### src/rtl/seg595_pkg.sv
// Shared definitions for the multiplexed hex display driver that feeds a
// 74HC595 chain: segment bit positions, the hex-to-segment table and the
// frame sequencer state encoding.
package seg595_pkg;

  // Segment byte layout, active-high before wire polarity: {dp,g,f,e,d,c,b,a}
  localparam int SEG_A  = 0;
  localparam int SEG_B  = 1;
  localparam int SEG_C  = 2;
  localparam int SEG_D  = 3;
  localparam int SEG_E  = 4;
  localparam int SEG_F  = 5;
  localparam int SEG_G  = 6;
  localparam int SEG_DP = 7;

  typedef enum logic [2:0] {
    ST_LOAD,
    ST_SHIFT_LO,
    ST_SHIFT_HI,
    ST_LATCH,
    ST_DWELL
  } state_e;

  // Returns segments a..g (bit SEG_A..SEG_G) for one hex nibble.
  function automatic logic [6:0] hex_to_seg(input logic [3:0] nib);
    logic [6:0] seg;
    case (nib)
      4'h0: seg = 7'h3F;
      4'h1: seg = 7'h06;
      4'h2: seg = 7'h5B;
      4'h3: seg = 7'h4F;
      4'h4: seg = 7'h66;
      4'h5: seg = 7'h6D;
      4'h6: seg = 7'h7D;
      4'h7: seg = 7'h07;
      4'h8: seg = 7'h7F;
      4'h9: seg = 7'h6F;
      4'hA: seg = 7'h77;
      4'hB: seg = 7'h7C;
      4'hC: seg = 7'h39;
      4'hD: seg = 7'h5E;
      4'hE: seg = 7'h79;
      default: seg = 7'h71;
    endcase
    return seg;
  endfunction

endpackage

### src/rtl/seg595_shifter.sv
// Frame sequencer and serialiser for a 74HC595 chain.
// Ports:
//   clk, rst_n    : system clock, synchronous active-low reset
//   frame_i       : frame word, captured while load_o is high
//   load_o        : high during the single LOAD cycle
//   adv_o         : one-cycle pulse when the dwell ends (advance digit)
//   seg_clk/seg_dat/seg_str : registered 595 shift clock, data, strobe
//   frame_done    : one-cycle pulse after the strobe falls
module seg595_shifter
  import seg595_pkg::*;
#(
  parameter int FRAME_BITS = 16,
  parameter int CLK_DIV    = 4,
  parameter int DWELL      = 2000
) (
  input  logic                  clk,
  input  logic                  rst_n,
  input  logic [FRAME_BITS-1:0] frame_i,
  output logic                  load_o,
  output logic                  adv_o,
  output logic                  seg_clk,
  output logic                  seg_dat,
  output logic                  seg_str,
  output logic                  frame_done
);

  localparam int TMR_MAX = (CLK_DIV > DWELL) ? CLK_DIV : DWELL;
  localparam int TMR_W   = $clog2(TMR_MAX + 1);
  localparam int BIT_W   = $clog2(FRAME_BITS);
  localparam logic [TMR_W-1:0] DIV_LAST   = TMR_W'(CLK_DIV - 1);
  localparam logic [TMR_W-1:0] DWELL_LAST = TMR_W'((DWELL > 0) ? DWELL - 1 : 0);
  localparam logic [BIT_W-1:0] BIT_LAST   = BIT_W'(FRAME_BITS - 1);

  state_e                state_q, state_d;
  logic [TMR_W-1:0]      tmr_q, tmr_d;
  logic [BIT_W-1:0]      bit_q, bit_d;
  logic [FRAME_BITS-1:0] sr_q, sr_d;
  logic                  seg_clk_q, seg_clk_d;
  logic                  seg_dat_q, seg_dat_d;
  logic                  seg_str_q, seg_str_d;
  logic                  frame_done_q, frame_done_d;
  logic                  adv;
  logic                  tmr_done;

  // State register (control state is reset; the shift register is reloaded
  // on every LOAD so it needs none).
  always_ff @(posedge clk) begin
    if (!rst_n) begin
      state_q      <= ST_LOAD;
      tmr_q        <= '0;
      bit_q        <= '0;
      seg_clk_q    <= 1'b0;
      seg_dat_q    <= 1'b0;
      seg_str_q    <= 1'b0;
      frame_done_q <= 1'b0;
    end else begin
      state_q      <= state_d;
      tmr_q        <= tmr_d;
      bit_q        <= bit_d;
      seg_clk_q    <= seg_clk_d;
      seg_dat_q    <= seg_dat_d;
      seg_str_q    <= seg_str_d;
      frame_done_q <= frame_done_d;
    end
  end

  always_ff @(posedge clk) begin
    sr_q <= sr_d;
  end

  // Next-state logic; every timed phase counts its timer down to zero.
  always_comb begin
    state_d  = state_q;
    tmr_d    = tmr_q;
    bit_d    = bit_q;
    sr_d     = sr_q;
    adv      = 1'b0;
    tmr_done = (tmr_q == '0);
    case (state_q)
      ST_LOAD: begin
        sr_d    = frame_i;
        bit_d   = BIT_LAST;
        tmr_d   = DIV_LAST;
        state_d = ST_SHIFT_LO;
      end
      ST_SHIFT_LO: begin
        if (tmr_done) begin
          tmr_d   = DIV_LAST;
          state_d = ST_SHIFT_HI;
        end else begin
          tmr_d = tmr_q - 1'b1;
        end
      end
      ST_SHIFT_HI: begin
        if (tmr_done) begin
          sr_d  = sr_q << 1;
          tmr_d = DIV_LAST;
          if (bit_q == '0) begin
            state_d = ST_LATCH;
          end else begin
            bit_d   = bit_q - 1'b1;
            state_d = ST_SHIFT_LO;
          end
        end else begin
          tmr_d = tmr_q - 1'b1;
        end
      end
      ST_LATCH: begin
        if (tmr_done) begin
          if (DWELL == 0) begin
            adv     = 1'b1;
            state_d = ST_LOAD;
          end else begin
            tmr_d   = DWELL_LAST;
            state_d = ST_DWELL;
          end
        end else begin
          tmr_d = tmr_q - 1'b1;
        end
      end
      ST_DWELL: begin
        if (tmr_done) begin
          adv     = 1'b1;
          state_d = ST_LOAD;
        end else begin
          tmr_d = tmr_q - 1'b1;
        end
      end
      default: state_d = ST_LOAD;
    endcase
  end

  // Outputs are registered from the next state so they change in step with
  // the phase they belong to; data only moves when the clock is low.
  always_comb begin
    seg_clk_d    = (state_d == ST_SHIFT_HI);
    seg_str_d    = (state_d == ST_LATCH);
    frame_done_d = (state_q == ST_LATCH) && (state_d != ST_LATCH);
    seg_dat_d    = seg_dat_q;
    if (state_d == ST_SHIFT_LO || state_d == ST_SHIFT_HI) begin
      seg_dat_d = sr_d[FRAME_BITS-1];
    end
  end

  assign load_o     = (state_q == ST_LOAD);
  assign adv_o      = adv;
  assign seg_clk    = seg_clk_q;
  assign seg_dat    = seg_dat_q;
  assign seg_str    = seg_str_q;
  assign frame_done = frame_done_q;

endmodule

### src/rtl/seg_scan_hex595.sv
// Multiplexed NUM_DIGITS hex display driver over a serial 74HC595 chain.
// Each frame carries {segment byte, digit-select field}, MSB first.
// Ports:
//   sys_clk, sys_rst_n : system clock, synchronous active-low reset
//   enable             : 0 = all-off frames (segments and select off)
//   lzs                : leading-zero suppression
//   data/dp/blank      : hex nibbles, decimal points, per-digit blank
//   seg_clk/seg_dat/seg_str : 595 shift clock, serial data, storage strobe
//   digit_idx          : digit carried by the current frame
//   frame_done         : one-cycle pulse after each strobe
module seg_scan_hex595
  import seg595_pkg::*;
#(
  parameter int NUM_DIGITS     = 8,
  parameter int SEL_BITS       = 8,
  parameter int CLK_DIV        = 4,
  parameter int DWELL          = 2000,
  parameter int SEG_ACTIVE_LOW = 1,
  parameter int SEL_ACTIVE_LOW = 1
) (
  input  logic                    sys_clk,
  input  logic                    sys_rst_n,
  input  logic                    enable,
  input  logic                    lzs,
  input  logic [4*NUM_DIGITS-1:0] data,
  input  logic [NUM_DIGITS-1:0]   dp,
  input  logic [NUM_DIGITS-1:0]   blank,
  output logic                    seg_clk,
  output logic                    seg_dat,
  output logic                    seg_str,
  output logic [3:0]              digit_idx,
  output logic                    frame_done
);

  localparam int FRAME_BITS = 8 + SEL_BITS;
  localparam logic [7:0]          SEG_POL = (SEG_ACTIVE_LOW != 0) ? 8'hFF : 8'h00;
  localparam logic [SEL_BITS-1:0] SEL_POL = (SEL_ACTIVE_LOW != 0) ? '1 : '0;

  logic [4*NUM_DIGITS-1:0] data_sh_q, data_sh_d;
  logic [NUM_DIGITS-1:0]   dp_sh_q, dp_sh_d;
  logic [NUM_DIGITS-1:0]   blank_sh_q, blank_sh_d;
  logic                    lzs_sh_q, lzs_sh_d;
  logic [3:0]              digit_idx_q, digit_idx_d;
  logic                    load, adv;
  logic [FRAME_BITS-1:0]   frame;

  always_ff @(posedge sys_clk) begin
    if (!sys_rst_n) begin
      digit_idx_q <= '0;
    end else begin
      digit_idx_q <= digit_idx_d;
    end
  end

  always_ff @(posedge sys_clk) begin
    data_sh_q  <= data_sh_d;
    dp_sh_q    <= dp_sh_d;
    blank_sh_q <= blank_sh_d;
    lzs_sh_q   <= lzs_sh_d;
  end

  // Shadows refresh only at the digit-0 LOAD so a scan never mixes two input
  // snapshots. The *_d values are what the frame being loaded must show.
  always_comb begin
    data_sh_d  = data_sh_q;
    dp_sh_d    = dp_sh_q;
    blank_sh_d = blank_sh_q;
    lzs_sh_d   = lzs_sh_q;
    if (load && digit_idx_q == 4'd0) begin
      data_sh_d  = data;
      dp_sh_d    = dp;
      blank_sh_d = blank;
      lzs_sh_d   = lzs;
    end
    digit_idx_d = digit_idx_q;
    if (adv) begin
      digit_idx_d = (digit_idx_q == 4'(NUM_DIGITS - 1)) ? 4'd0 : digit_idx_q + 4'd1;
    end
  end

  logic [NUM_DIGITS-1:0] sup;
  logic                  sup_run;
  logic [3:0]            nib;
  logic                  cur_dp;
  logic                  cur_off;
  logic [7:0]            seg_raw;
  logic [SEL_BITS-1:0]   sel_raw;

  always_comb begin
    // Suppression runs down from the top digit and stops at the first digit
    // that has a non-zero nibble or a lit decimal point; digit 0 never blanks.
    sup     = '0;
    sup_run = lzs_sh_d;
    for (int i = NUM_DIGITS - 1; i >= 1; i--) begin
      sup_run = sup_run && (data_sh_d[4*i +: 4] == 4'd0) && !dp_sh_d[i];
      sup[i]  = sup_run;
    end
    nib     = '0;
    cur_dp  = 1'b0;
    cur_off = 1'b0;
    for (int i = 0; i < NUM_DIGITS; i++) begin
      if (digit_idx_q == 4'(i)) begin
        nib     = data_sh_d[4*i +: 4];
        cur_dp  = dp_sh_d[i];
        cur_off = blank_sh_d[i] || sup[i];
      end
    end
    seg_raw = {cur_dp, hex_to_seg(nib)};
    if (!enable || cur_off) begin
      seg_raw = 8'h00;
    end
    // Blanked or suppressed digits keep their select; only enable drops it.
    sel_raw = '0;
    for (int i = 0; i < NUM_DIGITS; i++) begin
      sel_raw[i] = enable && (digit_idx_q == 4'(i));
    end
    frame = {seg_raw ^ SEG_POL, sel_raw ^ SEL_POL};
  end

  seg595_shifter #(
    .FRAME_BITS(FRAME_BITS),
    .CLK_DIV   (CLK_DIV),
    .DWELL     (DWELL)
  ) u_shifter (
    .clk       (sys_clk),
    .rst_n     (sys_rst_n),
    .frame_i   (frame),
    .load_o    (load),
    .adv_o     (adv),
    .seg_clk   (seg_clk),
    .seg_dat   (seg_dat),
    .seg_str   (seg_str),
    .frame_done(frame_done)
  );

  assign digit_idx = digit_idx_q;

endmodule

### config.mk
export PLATFORM = sky130hd
export DESIGN_NAME = seg_scan_hex595
export DESIGN_NICKNAME = d
export VERILOG_FILES = /design/src/rtl/seg595_pkg.sv /design/src/rtl/seg595_shifter.sv /design/src/rtl/seg_scan_hex595.sv
export SDC_FILE = /design/constraint.sdc
export NUM_CORES = 1
export LEC_CHECK = 0
export ABC_CLOCK_PERIOD_IN_PS = 7200
export BUFFER_PORTS_ARGS = -buffer_cell sky130_fd_sc_hd__buf_4
export CORE_ASPECT_RATIO = 0.9
export CORE_MARGIN = 2
export CORE_UTILIZATION = 41
export CTS_CLUSTER_DIAMETER = 40
export DETAILED_ROUTE_END_ITERATION = 6
export PLACE_DENSITY_LB_ADDON = 0.3
export SETUP_SLACK_MARGIN = 0.4
export SLEW_MARGIN = 30
export SYNTH_ARGS = -nofsm -noshare
export SYNTH_HDL_FRONTEND = slang
export SYNTH_SLANG_ARGS = --single-unit
### constraint.sdc
create_clock -name sys_clk -period 7.2 [get_ports sys_clk]
set_input_delay 0.72 -clock sys_clk [delete_from_list [all_inputs] [get_ports sys_clk]]
set_output_delay 0.72 -clock sys_clk [all_outputs]
set_load 0.01 [all_outputs]
# Yosys cells after proc, flatten, opt, wreduce, memory -nomap -nowiden
# Memories as Yosys holds them, arrays and structs flattened.
# Index checks and enable logic that the tools add are counted.
dict set report op_classes {
  n_addsub 3
  n_eq_ne 18
  n_mux 47
  n_bitwise 2
  reduce_logical 58
}
# cell n
set ops {}
lappend ops {{$mux W4} 11}
lappend ops {{$pmux W11 S4} 1}
lappend ops {{$logic_not A4 Y1} 9}
lappend ops {{$mux W11} 3}
lappend ops {{$mux W32} 1}
lappend ops {{$pmux W16 S2} 1}
lappend ops {{$logic_and A1 B1 Y1} 24}
lappend ops {{$mux W8} 3}
lappend ops {{$mux W1} 19}
lappend ops {{$eq A4 B3 Y1 const B} 4}
lappend ops {{$mux W16} 1}
lappend ops {{$not A8 Y8} 2}
lappend ops {{$pmux W3 S5} 1}
lappend ops {{$eq A3 B2 Y1 const B} 4}
lappend ops {{$mux W3} 4}
lappend ops {{$logic_not A11 Y1} 1}
lappend ops {{$sub A11 B1 Y11 const B} 1}
lappend ops {{$logic_or A1 B1 Y1} 9}
lappend ops {{$eq A4 B2 Y1 const B} 2}
lappend ops {{$logic_not A1 Y1} 8}
lappend ops {{$pmux W4 S2} 1}
lappend ops {{$eq A3 B1 Y1 const B} 2}
lappend ops {{$add A4 B1 Y4 const B} 1}
lappend ops {{$eq A4 B1 Y1 const B} 1}
lappend ops {{other kinds (12)} 14}
dict set report word_totals {
  ff_bits 91
  mem_bits_ro 112
  in_bits 52
  output_inout_bits 8
  word_cells 143
  mem_count 1
}
# memory depth word_bits rd rd_clocked_by_memory_dff write_ports line
set memory_table {}
lappend memory_table {{(name not given)} 16 7 1 0 0 seg595_pkg.sv:27} ;# case (nib)

# Depth between registers and ports, before layout
dict set report logic_depth {
  word_depth 30
  depth_mapped 15
  depth_no_buf 13
}

# Cells and area by module
# From an unflattened synthesis, not the netlist that was laid out.
dict set report hier_totals {
  hier_cells 626
  hier_area_um2 5275.1
}
# mod instances cells_per_inst area_each_um2 seq_area_each_um2
set modules_own_cells {}
lappend modules_own_cells {seg_scan_hex595 1 401 3189.3 1061.0}
lappend modules_own_cells {seg595_shifter 1 225 2085.8 910.9}

# Least setup slack after synthesis
# Ideal clock, no wire load.
dict set report synth_timing {
  kind {reg-to-reg}
  from {register digit_idx_q[0], in the netlist digit_idx[0]}
  to {register u_shifter.sr_q[11] (data pin)}
  setup_time_ps 259
  t_arrival_ps 3111
  required_ps 6941
  slack_ps 3830
  path_stages_with_launch 16
  path_buffers 2
  period_less_slack_ps 3370
  cell_sequence {dfxtp_1 > inv_1 > ha_1 > or3b_1 > clkbuf_1 > clkbuf_1 > o21ai_0 > a31o_2 > o221a_2 > a31oi_1 > inv_1 > ha_1 > inv_1 > mux2i_1 > a22o_1 > a211o_1}
}
dict set report synth_between {
  elab_chain_len 30
  elab_cells_between_ends 69
  cone_classes {eq/ne (7); mux (22); bitwise (1); reduce/logical (38); memory (1)}
}
# item line
set synth_rtl {}
lappend synth_rtl {{from (decl)} seg_scan_hex595.sv:43} ;# logic [3:0] digit_idx_q, digit_idx_d;
lappend synth_rtl {{from (signal assigned)} seg_scan_hex595.sv:51} ;# digit_idx_q <= digit_idx_d;
lappend synth_rtl {{$logic_not A4 Y1} {seg_scan_hex595.sv:69, seg_scan_hex595.sv:102}}
lappend synth_rtl {{$logic_and A1 B1 Y1} seg_scan_hex595.sv:69} ;# if (load && digit_idx_q == 4'd0) begin
lappend synth_rtl {{$mux W32} seg_scan_hex595.sv:69}
lappend synth_rtl {{$logic_not A4 Y1} seg_scan_hex595.sv:95} ;# sup_run = sup_run && (data_sh_d[4*i +: 4] == 4'd0) && !dp_sh_d[i];
lappend synth_rtl {{$logic_and A1 B1 Y1 (14 in series)} seg_scan_hex595.sv:95}
lappend synth_rtl {{$logic_or A1 B1 Y1} seg_scan_hex595.sv:105} ;# cur_off = blank_sh_d[i] || sup[i];
lappend synth_rtl {{$mux W1 (7 in series)} seg_scan_hex595.sv:102} ;# if (digit_idx_q == 4'(i)) begin
lappend synth_rtl {{$logic_or A1 B1 Y1} seg_scan_hex595.sv:109} ;# if (!enable || cur_off) begin
lappend synth_rtl {{$mux W8 (*)} seg_scan_hex595.sv:109}
lappend synth_rtl {{$not A8 Y8 (no source line) (*)} -}
lappend synth_rtl {{$pmux W16 S2 (*)} seg595_shifter.sv:79} ;# case (state_q)
lappend synth_rtl {{via u_shifter.sr_d[11]} seg595_shifter.sv:37} ;# logic [FRAME_BITS-1:0] sr_q, sr_d;
lappend synth_rtl {{to (signal assigned)} seg595_shifter.sv:68} ;# sr_q <= sr_d;
lappend synth_rtl {{to (decl)} seg595_shifter.sv:37}
# Mark *: on every way through the listed nets, which the timed path passes. The rest lies on a longest branch.
# A chain may end at the register's enable or synchronous reset.

# Worst setup path in the final report
# Same ends and word-level chain as after synthesis.

==> flow_metrics.py <==
metrics = {
    "clock_tree": {
        "post_cts_buffers": 0,
        "numClockSinks": 91,
        "cts_tree": "built",
        "cts_buffers": 9,
        "htreeDepth": 3,
        "ctsHoldBuffers": 0,
        "path_clk_slew_ns": 0.07,
        "cts_root_buf": "clkbuf_16",
        "clk_latency_ns": 0.35,
        "cts_buffer_depth": 2,
        "cts_resized": 0,
    },
    "worst_setup_path": {
        "r2r_cells": 13,
        "worst_setup_path_end_kind": "flip-flop",
        "reg2reg_from": "digit_idx[0]",
        "start_kind": "flip-flop",
        "rrSetupSlack_ns": 2.84,
        "cp_max_fo": 47,
        "r2r_end": "u_shifter.sr_q[11]",
        "crit_required_ns": 7.31,
        "worst-setup-path-type": "reg -> reg",
        "cp.arrival_ns": 4.47,
    },
    "global_routing": {
        "grt_use_total_pct": 23.1,
        "antenna_found_initial": 0,
        "grt-ovfl-total": 0,
        "grt_pass1_wl_mm": 23.6,
        "grt_pass1_vias": 4272,
        "grt_max_degree": 48,
    },
    "floorplan": {
        "die_y_um": 109,
        "io_pins": 60,
        "die_area_sq_um": 13200,
        "fp.dieW_um": 121,
        "start_util_pct": 41.9,
        "rows": 38,
        "coreArea_sq_um": 12000,
    },
    "sta": {
        "fin_crit_sh_pct": 60.6,
        "relSlewSlack_pct": 40.7,
        "max_freq_mhz": 229,
        "finalSetupViolations": 0,
        "finalClockSkew_ns": 0.00814,
        "fin_tns_setup_ns": 0,
        "hold_violations": 0,
        "rsz0062_at_grt": "no",
        "slew_violations": 0,
        "min_period_ns": 4.36,
        "tightestPinTransition_ns": 0.889,
    },
    "synth": {
        "syn_area_per_cell_sq_um": 8.30,
        "seq_area_frac_synth_pct": 39.1,
        "synth_top_area_share_pct": 30.2,
        "yosysWarnings": 0,
        "yosysUniqueCellTypes": 78,
        "synthesis.nets": 671,
        "synthArstFlopShare_pct": 0,
        "ys_ff_latch": 91,
        "synth_area_sq_um": 5040,
        "synth.area.top_cells": "dfxtp_1 30%, edfxtp_1 8.9%, nand2_1 8.5%",
        "yosys_most_used_dff": "dfxtp_1",
        "synth-edff-count": 15,
        "synthCells": 607,
        "synth_top_cell_by_area": "dfxtp_1",
    },
    "detailed_routing": {
        "vias": 4776,
        "ant_nets": 0,
        "first_pass_iters": 5,
        "drt-initial-drc-count": 448,
        "wl_mm": 14.7,
        "drt-wirelength-per-cell_um": 18.3,
        "drt_drc_violations_left": 0,
        "routed_via_density": 5.94,
    },
    "run_status": {
        "status": "complete, no violations",
    },
    "min_path": {
        "holdPathStages": 2,
        "holdPathEnd": "data_sh_q[0]",
        "min_path_type": "reg -> reg",
        "hold_path.startpoint": "data_sh_q[0]",
    },
    "power": {
        "power.density_nw_per_um2": 447,
        "p_leak_nw": 2.54,
        "irDropWorstVdd_uv": 245,
    },
    "layout": {
        "area_growth_pct": 16.7,
        "diodes": 0,
        "fin_util_pct": 48.9,
        "layout_commonest_cell": "nand2_1",
        "fillerInstances": 1156,
        "nets": 703,
        "mostFrequentLayoutCells": "114 x nand2_1, 76 x dfxtp_1, 62 x buf_4",
        "drive_above_1_share_pct": 16.6,
    },
    "job": {
        "drv_cap": 0,
    },
    "placement": {
        "dp_hpwl_mm": 10.6,
        "port_buffers": 59,
        "gp_congestion": 0.943,
    },
}
[worst max-delay path by stage]
stage | end | cells past startpoint | startpoint
finish | u_shifter.sr_q[11] | 13 | digit_idx[0]
global route | u_shifter.sr_q[11] | 13 | digit_idx[0]
global placement | u_shifter.sr_q[11] | 13 | digit_idx[0]
detailed placement | u_shifter.sr_q[11] | 13 | digit_idx[0]
floorplan | u_shifter.sr_q[11] | 15 | digit_idx[0]
CTS | u_shifter.sr_q[11] | 13 | digit_idx[0]
[where the power goes]
| group | total, mW | switching, mW | internal, mW |
|---|---|---|---|
| combinational | 1.12 | 0.676 | 0.447 |
| clock | 0.543 | 0.204 | 0.339 |
| sequential | 0.964 | 0.176 | 0.788 |
[cells in the mapped netlist (4+ instances only)]
master    instances
nor2_1           33
or4_1             8
nand3_1          20
nand3b_1          6
a21boi_0          5
mux2_2            8
nor3_1           12
buf_2             7
a21oi_1          37
mux2i_1          11
xor2_1            5
dfxtp_1          76
a21o_1           10
and3_1            6
ha_1             12
clkbuf_1         27
o21ai_0          30
or2_2             5
nor4_1           12
a22o_1            5
a31oi_1          12
o32ai_1           4
buf_1             4
nand2_1         114
edfxtp_1         15
inv_1            16
nor2b_1           5
a211oi_1          8
and2_1           10
nand2b_1          5
[stage by stage]
stage,power (mW),cells,instance area (sq um),hold WS (ns),setup WS [ns]
after CTS,2.63,804,5880,0.451,2.53
after detailed placement,2.08,788,5530,0.442,2.57
after global placement,2.04,788,5530,0.430,2.78
after global routing,2.82,804,5880,0.470,2.57
final,2.63,804,5880,0.448,2.84
after floorplan,1.79,607,5040,0.415,3.83
[layer usage]
metal	vias up	track usage, %	share of wire, %
li1	2277	-	-
met1	2302	33.9	47
met2	174	33.8	44
met3	23	5.39	7.9
met4	0	6.56	1.6
met5	-	0	0
[critical path, cell delays in order, from the launching register on]
cell,delay (ns)
dfxtp_1,0.37
inv_1,0.10
ha_1,0.27
nor3b_4,0.78
nand2_4,0.52
mux2i_1,0.28
o221a_2,0.31
a31oi_1,0.38
inv_1,0.16
ha_1,0.27
inv_1,0.10
mux2i_1,0.08
a22o_1,0.25
a211o_1,0.22
[registers in the layout, summed over array words and instances, names as in the netlist]
register              flops
u_shifter.frame_done      1
u_shifter.tmr_q          11
u_shifter.bit_q           4
u_shifter.state_q         3
dp_sh_q                   8
u_shifter.seg_dat         1
data_sh_q                32
digit_idx                 4
u_shifter.seg_str         1
blank_sh_q                8
u_shifter.sr_q           16
u_shifter.seg_clk         1
lzs_sh_q                  1
[area by class of cell]
cell class                      instances  area (sq um)  area share [%]
Sequential cell                        91          1970            33.5
Tap cell                              160           200            3.40
Timing Repair Buffer                   62           465            7.91
Inverter                               16          60.1            1.02
Clock buffer                           14           317            5.38
Multi-Input combinational cell        459          2830            48.2
Clock inverter                          2          35.0           0.596
[cell families (layout without fill, tap and decap cells)]
group,after synthesis,after routing,share of synthesized area (%)
and+or+nand+nor,261,261,26.2
AOI/OAI and AO/OA,158,158,21.1
DFF,91,91,39.1
buffers and inverters,57,94,4.79
muxes,21,21,4.57
adders and majority gates,13,13,3.18
xor gates and xnor gates,6,6,1.04
No activity file was read; power rests on OpenSTA's default activity.
